### src/rtl/adder_4bit.sv
// Registered 4-bit ripple-carry adder with carry-in and carry-out.
// One full-adder cell per bit; the 5-bit result is captured every cycle.
module full_adder (
  input  logic a,
  input  logic b,
  input  logic ci,
  output logic s,
  output logic co
);

  logic p;

  assign p  = a ^ b;
  assign s  = p ^ ci;
  assign co = (a & b) | (ci & p);

endmodule

module adder_4bit (
  input  logic       clk,
  input  logic       rst,
  input  logic [3:0] a,
  input  logic [3:0] b,
  input  logic       cin,
  output logic       cout,
  output logic [3:0] sum
);

  logic [4:0] c;
  logic [3:0] s;

  assign c[0] = cin;

  // c[4] ripples from cin through every cell
  for (genvar i = 0; i < 4; i++) begin : g_fa
    full_adder u_fa (
      .a  (a[i]),
      .b  (b[i]),
      .ci (c[i]),
      .s  (s[i]),
      .co (c[i+1])
    );
  end

  always_ff @(posedge clk) begin
    if (rst) begin
      cout <= 1'b0;
      sum  <= 4'b0000;
    end else begin
      cout <= c[4];
      sum  <= s;
    end
  end

endmodule

### config.mk
export PLATFORM = sky130hd
export DESIGN_NAME = adder_4bit
export DESIGN_NICKNAME = d
export VERILOG_FILES = /design/src/rtl/adder_4bit.sv
export SDC_FILE = /design/constraint.sdc
export NUM_CORES = 1
export LEC_CHECK = 0
export CAP_MARGIN = 30
export CELL_PAD_IN_SITES_DETAIL_PLACEMENT = 0
export CELL_PAD_IN_SITES_GLOBAL_PLACEMENT = 2
export CORE_AREA = 2 2 39 41
export DETAILED_ROUTE_END_ITERATION = 16
export DIE_AREA = 0 0 41 43
export DONT_BUFFER_PORTS = 1
export GPL_TIMING_DRIVEN = 0
export PLACE_DENSITY = 0.42
export SLEW_MARGIN = 40
export SYNTH_ARGS = -nofsm -noshare
export SYNTH_HDL_FRONTEND = slang
export SYNTH_HIERARCHICAL = 1
export SYNTH_SLANG_ARGS = --single-unit
### constraint.sdc
create_clock -name clk -period 2.85 [get_ports clk]
set_clock_uncertainty 0.2 [all_clocks]
set_input_delay 0.4275 -clock clk [delete_from_list [all_inputs] [get_ports clk]]
set_output_delay 0.4275 -clock clk [all_outputs]
set_load 0.005 [all_outputs]
# Yosys cells after proc, flatten, opt, wreduce, memory -nomap -nowiden
# Cells that the tools add are included.
# classes
n_bitwise	20
# op_table
cell	n
bitwise AND 1 bit	8
bitwise XOR 1 bit	8
OR 1 bit	4
# totals
register_bits	5
in_bits	11
output_inout_bits	5
wordCells	22

# Logic depth before layout (Yosys ltp)
# Gate-level depths: netlist (run 1).
# logic_depth
word_depth	9
mapped_depth	5
mapped_depth_nobuf	5

# Hierarchy
# Netlist (run 1), hierarchy kept.
# by_module_without_submodules
module	instances	cells_per_inst	area_per_inst_um2
adder_4bit	1	10	131.4
full_adder	4	1	20.0

# Least setup slack after synthesis (run 1)
# No wires, ideal clock.
# synth_path
path_type	input-to-reg
startpoint	input a[0]
endpoint	register sum[3]
setup_ns	0.114
arrival_ns	2.145
path_slack_ns	0.391
cell_stages	5
cell_sequence	fa_1 fa_1 fa_1 fa_1 nor2b_1
# synth_via
elab_chain_len	8
# synth_rtl
element	line_no	rtl
from (decl)	22	input logic [3:0] a,
bitwise XOR 1 bit	13	assign p = a ^ b;
bitwise AND 1 bit	15	assign co = (a & b) | (ci & p);
OR 1 bit *	15	
bitwise AND 1 bit *	15	
OR 1 bit *	15	
via c[2]	29	logic [4:0] c;
bitwise AND 1 bit *	15	
OR 1 bit *	15	
via c[3]	29	
bitwise XOR 1 bit *	14	assign s = p ^ ci;
via s[3]	30	logic [3:0] s;
to (signal assigned)	51	sum <= s;
to (decl)	26	output logic [3:0] sum
# The timed path passes the listed nets; every way through them passes the cells marked *.
# A chain may end at the register's enable or synchronous reset.

# Worst setup path in the final report (run 1)
# Same ends and word-level chain as after synthesis.

==> results of run 1 <==
cell families after synthesis:
kind of cell | synth area share (%)
AND/OR/NAND/NOR | 14.8
adder cells (fa/ha/maj) | 37.9
flip-flops | 47.3
placed cells by master, fill, tap and decap left out:
| cell | instances |
|---|---|
| sky130_fd_sc_hd__clkbuf_1 | 1 |
| sky130_fd_sc_hd__clkbuf_4 | 3 |
| sky130_fd_sc_hd__nor2b_1 | 5 |
| sky130_fd_sc_hd__fa_1 | 4 |
| sky130_fd_sc_hd__dfxtp_1 | 5 |
path summary, 6_finish.rpt:
| check | start | end | slack (ns) |
|---|---|---|---|
| setup / recovery | a[0] | sum[3]$_SDFF_PP0_ | 0.59 |
| hold / removal | rst | sum[1]$_SDFF_PP0_ | 0.06 |
power breakdown:
part | switching, mW | leakage, nW | internal, mW | total, mW
registers | 0.00338 | 0.0417 | 0.0783 | 0.0817
clock network | 0.0265 | 0.0150 | 0.0528 | 0.0793
logic | 0.00568 | 0.0401 | 0.00947 | 0.0152
total | 0.0355 | 0.0968 | 0.141 | 0.176
cell type report:
class                           count  area [µm²]  area share (%)
Sequential cell                     5         100            38.8
Tap cell                           16        20.0            7.77
Multi-Input combinational cell      9         111            43.2
Clock buffer                        4        26.3            10.2
sequential cells by signal, summed over array words and instances, names as in the netlist:
name	flops
sum	4
cout	1
per-layer routing:
| layer | routed length [µm] | GRT usage [%] | up-vias |
|---|---|---|---|
| met5 | 0 | 0 | - |
| met4 | 0 | 6.00 | 0 |
| met3 | 32 | 0 | 0 |
| met2 | 148 | 5.63 | 10 |
| met1 | 135 | 6.47 | 48 |
| li1 | - | - | 49 |
stage by stage:
stage | utilization (%) | setup slack (ns)
CTS | 18.6 | 0.581
global placement | 16.7 | 0.332
detailed placement | 16.7 | 0.324
floorplan | - | 0.391
global route | 18.6 | 0.538
finish | 18.6 | 0.594
worst max-delay path, delay by kind of cell:
family	cells	cell delay, ns
adders and majority gates	4	1.63
and+or+nand+nor	1	0.14
synthesized netlist by cell type (all sizes together):
master	number	area share (%)
nor2b	5	15
fa	4	38
dfxtp	5	47
==> flow_summary.html, run 1 <==
<table>
<tr><th>Metric</th><th>Value</th></tr>
<tr><th colspan="2">Layout</th></tr>
<tr><td>Syn-to-layout area delta</td><td>21.9%</td></tr>
<tr><td>Fraction of layout instances using a drive strength above 1</td><td>16.7%</td></tr>
<tr><td>Area of all placed cells without fillers</td><td>258 µm²</td></tr>
<tr><td>Post-Layout Cell Count</td><td>34</td></tr>
<tr><td>Final layout net count</td><td>34</td></tr>
<tr><td>Final antenna diode count</td><td>0</td></tr>
<tr><td>Number of fillers in the final layout</td><td>146</td></tr>
<tr><th colspan="2">Logic synthesis</th></tr>
<tr><td>Synth warnings</td><td>6</td></tr>
<tr><td>Number of different library cells in the post-synthesis netlist</td><td>3</td></tr>
<tr><td>Register area share after synthesis</td><td>47.3%</td></tr>
<tr><td>Gate Count Post-Synth</td><td>14</td></tr>
<tr><td>Cell area after synthesis</td><td>211 µm²</td></tr>
<tr><td>Synthesized area divided by synthesized cell count</td><td>15.1 µm²</td></tr>
<tr><td>Syn Nets</td><td>29</td></tr>
<tr><td>Number of synthesized register bits</td><td>5</td></tr>
<tr><th colspan="2">Floorplanning</th></tr>
<tr><td>I/O Pins</td><td>16</td></tr>
<tr><td>Core box area</td><td>about 1400 µm²</td></tr>
<tr><td>Area enclosed by the die boundary</td><td>1760 µm²</td></tr>
<tr><td>Effective utilization at floorplan</td><td>15.3%</td></tr>
<tr><td>Die Span X</td><td>a little over 40 µm</td></tr>
<tr><td>Number of core rows</td><td>14</td></tr>
<tr><td>Die height</td><td>~43 µm</td></tr>
<tr><th colspan="2">Clock network</th></tr>
<tr><td>Reg clk slew, reported paths</td><td>~0.04 ns</td></tr>
<tr><td>Number of buffers inserted for hold repair after clock tree synthesis</td><td>0</td></tr>
<tr><td>CTS tree</td><td>built</td></tr>
<tr><td>Buffer levels on the longest clock path</td><td>2</td></tr>
<tr><td>CTS Buf Count</td><td>3</td></tr>
<tr><td>CTS resizes</td><td>0</td></tr>
<tr><td>Root buffer cell</td><td>sky130_fd_sc_hd__clkbuf_4</td></tr>
<tr><td>Clk sinks</td><td>5</td></tr>
<tr><td>Htree depth</td><td>1</td></tr>
<tr><td>Post-CTS Setup Repair Bufs</td><td>0</td></tr>
<tr><th colspan="2">Detailed routing</th></tr>
<tr><td>First-pass iteration count of the detailed router</td><td>1</td></tr>
<tr><td>Initial detailed-routing violation count</td><td>0</td></tr>
<tr><td>Remaining routing DRC violations</td><td>0</td></tr>
<tr><td>Antenna-violating nets left</td><td>0</td></tr>
<tr><td>Average via count per standard cell</td><td>3.15</td></tr>
<tr><td>Avg WL per Cell</td><td>9.29 µm</td></tr>
<tr><td>Number of vias in the routed layout</td><td>107</td></tr>
<tr><td>Total Wirelength</td><td>316 µm</td></tr>
<tr><th colspan="2">Timing</th></tr>
<tr><td>Worst hold slack</td><td>0.0584 ns</td></tr>
<tr><td>Minimum clock period after layout</td><td>between 2 and 2.5 ns</td></tr>
<tr><td>Max-slew violation count</td><td>0</td></tr>
<tr><td>Setup TNS Final</td><td>0 ns</td></tr>
<tr><td>Unrepaired setup endpoints after global routing</td><td>no</td></tr>
<tr><td>Worst slew margin</td><td>94.3%</td></tr>
<tr><td>Portion of the clock cycle consumed by the worst path in the final layout</td><td>between 70 and 80%</td></tr>
<tr><td>Endpoints failing hold</td><td>0</td></tr>
<tr><td>Number of endpoints failing setup at the final stage</td><td>0</td></tr>
<tr><td>Pin slew with the least headroom to its limit</td><td>0.0859 ns</td></tr>
<tr><td>Maximum operating frequency</td><td>443 MHz</td></tr>
<tr><th colspan="2">Min path</th></tr>
<tr><td>Min-Delay Path Depth</td><td>1</td></tr>
<tr><td>Worst hold path type</td><td>in2reg</td></tr>
<tr><th colspan="2">Place</th></tr>
<tr><td>Port Buf Inserts</td><td>0</td></tr>
<tr><td>Post-DP Area</td><td>between 200 and 250 µm²</td></tr>
<tr><td>Cell count after placement</td><td>30</td></tr>
<tr><td>Placer congestion estimate</td><td>0.540</td></tr>
<tr><th colspan="2">Global routing</th></tr>
<tr><td>Grt total ovfl</td><td>0</td></tr>
<tr><td>Number of global-route vias before repair</td><td>129</td></tr>
<tr><td>Gr usage total</td><td>4.73%</td></tr>
<tr><td>Largest net degree at the start of global routing</td><td>6</td></tr>
<tr><td>Global-route wire length before repair</td><td>538 µm</td></tr>
<tr><td>Antenna violations before repair</td><td>0</td></tr>
<tr><th colspan="2">Critical path</th></tr>
<tr><td>Cells along the critical path</td><td>fa_1 -&gt; fa_1 -&gt; fa_1 -&gt; fa_1 -&gt; nor2b_1</td></tr>
<tr><td>Cell with the largest stage delay on the worst path</td><td>sky130_fd_sc_hd__fa_1</td></tr>
<tr><td>Most repeated library cell on the critical path</td><td>sky130_fd_sc_hd__fa_1</td></tr>
<tr><td>Kind of critical path</td><td>in2reg</td></tr>
<tr><td>Type of element launching the critical path</td><td>input port</td></tr>
<tr><td>Largest fanout on the critical path</td><td>1</td></tr>
<tr><td>Worst EP required</td><td>2.78 ns</td></tr>
<tr><td>Arrival time worst endpoint</td><td>2.19 ns</td></tr>
<tr><td>Maximum cell stage delay along the critical path</td><td>0.43 ns</td></tr>
<tr><td>CP endpoint kind</td><td>flop</td></tr>
<tr><th colspan="2">Power</th></tr>
<tr><td>Power density cells</td><td>slightly below 700 nW/µm²</td></tr>
<tr><td>Cell leakage power</td><td>just under 0.1 nW</td></tr>
<tr><td>Maximum VDD drop</td><td>about 0.091 mV</td></tr>
<tr><td>Overall power of the completed layout</td><td>0.176 mW</td></tr>
<tr><th colspan="2">Flow run</th></tr>
<tr><td>MaxCap Viol Count</td><td>0</td></tr>
<tr><th colspan="2">Run status</th></tr>
<tr><td>Status</td><td>finished clean</td></tr>
</table>
No activity file was read; power rests on OpenSTA's default activity.
==> run 2, diff against run 1 <==
- clock period: 2.85 -> 2.15 ns (I/O delays scaled with it)
==> run 2 against run 1 <==
Sequential cell count is the same. Clock power increased by 32%. Final cell count up 2.9%. Cell area grew 6.8%. Clock-buffer cell count is the same. Combinational power is 55% higher. Largest power group unchanged. Critical path depth unchanged. Power up 34%. First-iteration DRC count stayed put. Non-clock buffer count grew 1. Core utilization rose by 1.3 points.
==> flow_summary.html, run 2 (synthesis results as in run 1) <==
<table>
<tr><th>Metric</th><th>Value</th></tr>
<tr><th colspan="2">Power</th></tr>
<tr><td>Cell leakage power</td><td>0.0985 nW (+1.8%)</td></tr>
<tr><td>Clk pwr share</td><td>44.2% (-0.8 points)</td></tr>
<tr><td>Internal power of the cells</td><td>0.188 mW (+34%)</td></tr>
<tr><td>Power density cells</td><td>858 nW/µm² (+26%)</td></tr>
<tr><td>Share of power burned in registers</td><td>45.8% (-0.6 points)</td></tr>
<tr><td>Portion of total power attributed to combinational logic</td><td>9.9% (+1.3 points)</td></tr>
<tr><td>Switching pwr</td><td>0.0481 mW (+35%)</td></tr>
<tr><td>Switching portion of total power</td><td>20.3% (+0.15 points)</td></tr>
<tr><td>Maximum VDD drop</td><td>0.127 mV (+40%)</td></tr>
<tr><td>Overall power of the completed layout</td><td>0.236 mW (+34%)</td></tr>
<tr><th colspan="2">Layout</th></tr>
<tr><td>Area of all placed cells without fillers</td><td>275 µm² (+6.8%)</td></tr>
<tr><td>Final layout net count</td><td>35 (+2.9%)</td></tr>
<tr><td>Number of fillers in the final layout</td><td>150 (+2.7%)</td></tr>
<tr><td>Most frequent cells in the layout</td><td>sky130_fd_sc_hd__nor2b_1 (5), sky130_fd_sc_hd__dfxtp_1 (5), sky130_fd_sc_hd__clkbuf_4 (3), sky130_fd_sc_hd__fa_2 (3)</td></tr>
<tr><td>Final antenna diode count</td><td>0 (unchanged)</td></tr>
<tr><td>Reg with most FFs</td><td>sum</td></tr>
<tr><td>Post-Layout Cell Count</td><td>35 (+2.9%)</td></tr>
<tr><td>Number of flip-flops in the largest register</td><td>4 (unchanged)</td></tr>
<tr><td>Largest registers</td><td>sum (4), cout (1)</td></tr>
<tr><td>Fraction of layout instances using a drive strength above 1</td><td>31.6% (+15 points)</td></tr>
<tr><td>Syn-to-layout area delta</td><td>30.2%</td></tr>
<tr><th colspan="2">Place</th></tr>
<tr><td>Port Buf Inserts</td><td>0 (unchanged)</td></tr>
<tr><td>Post-DP Area</td><td>239 µm² (+3.2%)</td></tr>
<tr><td>Placer congestion estimate</td><td>0.540 (unchanged)</td></tr>
<tr><td>Pre-CTS worst setup slack</td><td>-0.146 ns (-0.470 ns)</td></tr>
<tr><td>Cell count after placement</td><td>30 (unchanged)</td></tr>
<tr><th colspan="2">Timing</th></tr>
<tr><td>Max-slew violation count</td><td>0 (unchanged)</td></tr>
<tr><td>Pin slew with the least headroom to its limit</td><td>0.164 ns (+0.0782 ns)</td></tr>
<tr><td>Endpoints failing hold</td><td>0 (unchanged)</td></tr>
<tr><td>Portion of the clock cycle consumed by the worst path in the final layout</td><td>95.1%</td></tr>
<tr><td>Maximum operating frequency</td><td>roughly 490 MHz</td></tr>
<tr><td>Minimum clock period after layout</td><td>2.04 ns</td></tr>
<tr><td>Final worst setup slack</td><td>0.105 ns (-0.489 ns)</td></tr>
<tr><td>Worst slew margin</td><td>89.0% (-5.2 points)</td></tr>
<tr><td>Unrepaired setup endpoints after global routing</td><td>no</td></tr>
<tr><td>Number of endpoints failing setup at the final stage</td><td>0 (unchanged)</td></tr>
<tr><td>Setup TNS Final</td><td>0 ns (unchanged)</td></tr>
<tr><th colspan="2">Clock network</th></tr>
<tr><td>Root buffer cell</td><td>sky130_fd_sc_hd__clkbuf_4</td></tr>
<tr><td>Buffer levels on the longest clock path</td><td>2 (unchanged)</td></tr>
<tr><td>Reg clk slew, reported paths</td><td>0.04 ns (about the same)</td></tr>
<tr><td>CTS tree</td><td>built</td></tr>
<tr><td>CTS Buf Count</td><td>3 (unchanged)</td></tr>
<tr><td>Htree depth</td><td>1 (unchanged)</td></tr>
<tr><td>Clk sinks</td><td>5 (unchanged)</td></tr>
<tr><th colspan="2">Critical path</th></tr>
<tr><td>Termination of the worst setup path</td><td>sum[3]$_SDFF_PP0_</td></tr>
<tr><td>Worst EP required</td><td>2.07 ns (-0.71 ns)</td></tr>
<tr><td>Type of element launching the critical path</td><td>input port</td></tr>
<tr><td>Arrival time worst endpoint</td><td>1.97 ns (-0.22 ns)</td></tr>
<tr><td>CP endpoint kind</td><td>flop</td></tr>
<tr><td>Crit path launch</td><td>a[0]</td></tr>
<tr><td>Kind of critical path</td><td>in2reg</td></tr>
<tr><td>Largest fanout on the critical path</td><td>1 (unchanged)</td></tr>
<tr><th colspan="2">Detailed routing</th></tr>
<tr><td>Remaining routing DRC violations</td><td>0 (unchanged)</td></tr>
<tr><td>Antenna-violating nets left</td><td>0 (unchanged)</td></tr>
<tr><td>Average via count per standard cell</td><td>3.14 (-0.13%)</td></tr>
<tr><td>Number of vias in the routed layout</td><td>110 (+2.8%)</td></tr>
<tr><td>First-pass iteration count of the detailed router</td><td>1 (unchanged)</td></tr>
<tr><td>Total Wirelength</td><td>314 µm (-0.63%)</td></tr>
<tr><td>Initial detailed-routing violation count</td><td>0 (unchanged)</td></tr>
<tr><td>Avg WL per Cell</td><td>8.97 µm (-3.5%)</td></tr>
<tr><th colspan="2">Global routing</th></tr>
<tr><td>Largest net degree at the start of global routing</td><td>6 (unchanged)</td></tr>
<tr><td>Grt total ovfl</td><td>0 (unchanged)</td></tr>
<tr><td>Antenna violations before repair</td><td>0 (unchanged)</td></tr>
<tr><td>Global-route wire length before repair</td><td>524 µm (-2.6%)</td></tr>
<tr><td>Number of global-route vias before repair</td><td>131 (+1.6%)</td></tr>
<tr><td>Gr usage total</td><td>4.64% (-0.087 points)</td></tr>
<tr><th colspan="2">Min path</th></tr>
<tr><td>Worst hold path type</td><td>in2reg</td></tr>
<tr><th colspan="2">Floorplanning</th></tr>
<tr><td>Die Span X</td><td>41 µm (unchanged)</td></tr>
<tr><td>Number of core rows</td><td>14 (unchanged)</td></tr>
<tr><td>I/O Pins</td><td>16 (unchanged)</td></tr>
<tr><td>Die height</td><td>43 µm (unchanged)</td></tr>
<tr><td>Effective utilization at floorplan</td><td>15.3% (unchanged)</td></tr>
<tr><td>Area enclosed by the die boundary</td><td>1760 µm² (unchanged)</td></tr>
<tr><td>Core box area</td><td>1380 µm² (unchanged)</td></tr>
<tr><th colspan="2">Flow run</th></tr>
<tr><td>MaxCap Viol Count</td><td>0 (unchanged)</td></tr>
<tr><th colspan="2">Run status</th></tr>
<tr><td>Status</td><td>finished clean</td></tr>
</table>
==> run 2: changes by cell type in the layout (fill, tap and decap cells not counted) <==
cell                            before  now
sky130_fd_sc_hd__fa_1                4    1
sky130_fd_sc_hd__fa_2                0    3
sky130_fd_sc_hd__dlygate4sd3_1       0    1
==> run 2: cell type report <==
cell class	instances	area, µm²	share of cell area, %
Multi-Input combinational cell	9	119	43.2
Sequential cell	5	100	36.4
Clock buffer	4	26.3	9.55
Tap cell	16	20.0	7.27
Timing Repair Buffer	1	10.0	3.64
==> run 2: how the worst min path moves through the flow <==
stage | startpoint | depth (start not counted) | slack [ns] | to
detailed placement | rst | 1 | 0.20 | sum[1]$_SDFF_PP0_
CTS | b[3] | 2 | 0.18 | sum[3]$_SDFF_PP0_
floorplan | rst | 1 | 0.19 | cout$_SDFF_PP0_
global route | b[3] | 2 | 0.21 | sum[3]$_SDFF_PP0_
global placement | rst | 1 | 0.20 | sum[0]$_SDFF_PP0_
finish | b[3] | 2 | 0.18 | sum[3]$_SDFF_PP0_
==> run 2: metrics by stage <==
stage,hold WS (ns),utilization (%)
after floorplan,0.194,-
after global placement,0.200,17.3
after detailed placement,0.200,17.3
after CTS,0.179,19.9
after global routing,0.208,19.9
final,0.177,19.9
==> run 2: critical path: stages <==
cell	delay (ns)
sky130_fd_sc_hd__fa_2	0.38
sky130_fd_sc_hd__fa_2	0.36
sky130_fd_sc_hd__fa_2	0.34
sky130_fd_sc_hd__fa_1	0.42
sky130_fd_sc_hd__nor2b_1	0.14
==> run 2: power groups by stage <==
stage	sequential, mW	combinational, mW	clock, mW
2_1_floorplan	0.109	0.0170	0
3_3_place_gp	0.111	0.0218	0
3_5_place_dp	0.110	0.0228	0
4_1_cts	0.108	0.0252	0.110
5_1_grt	0.110	0.0317	0.114
6_report	0.108	0.0235	0.105
==> run 2: repair_timing <==
| item | CTS | global route |
|---|---|---|
| hold buffers | 1 | 0 |
| buffers inserted | 0 | 0 |
| endpoints found under the hold margin | 5 | 0 |
| resized for setup | 0 | 0 |
==> run 2: layer usage <==
metal | wire, µm | GRT usage, % | vias up
met4 | 0 | 6.00 | 0
li1 | - | - | 52
met2 | 150 | 5.94 | 10
met3 | 36 | 0 | 0
met5 | 0 | 0 | -
met1 | 127 | 5.88 | 48
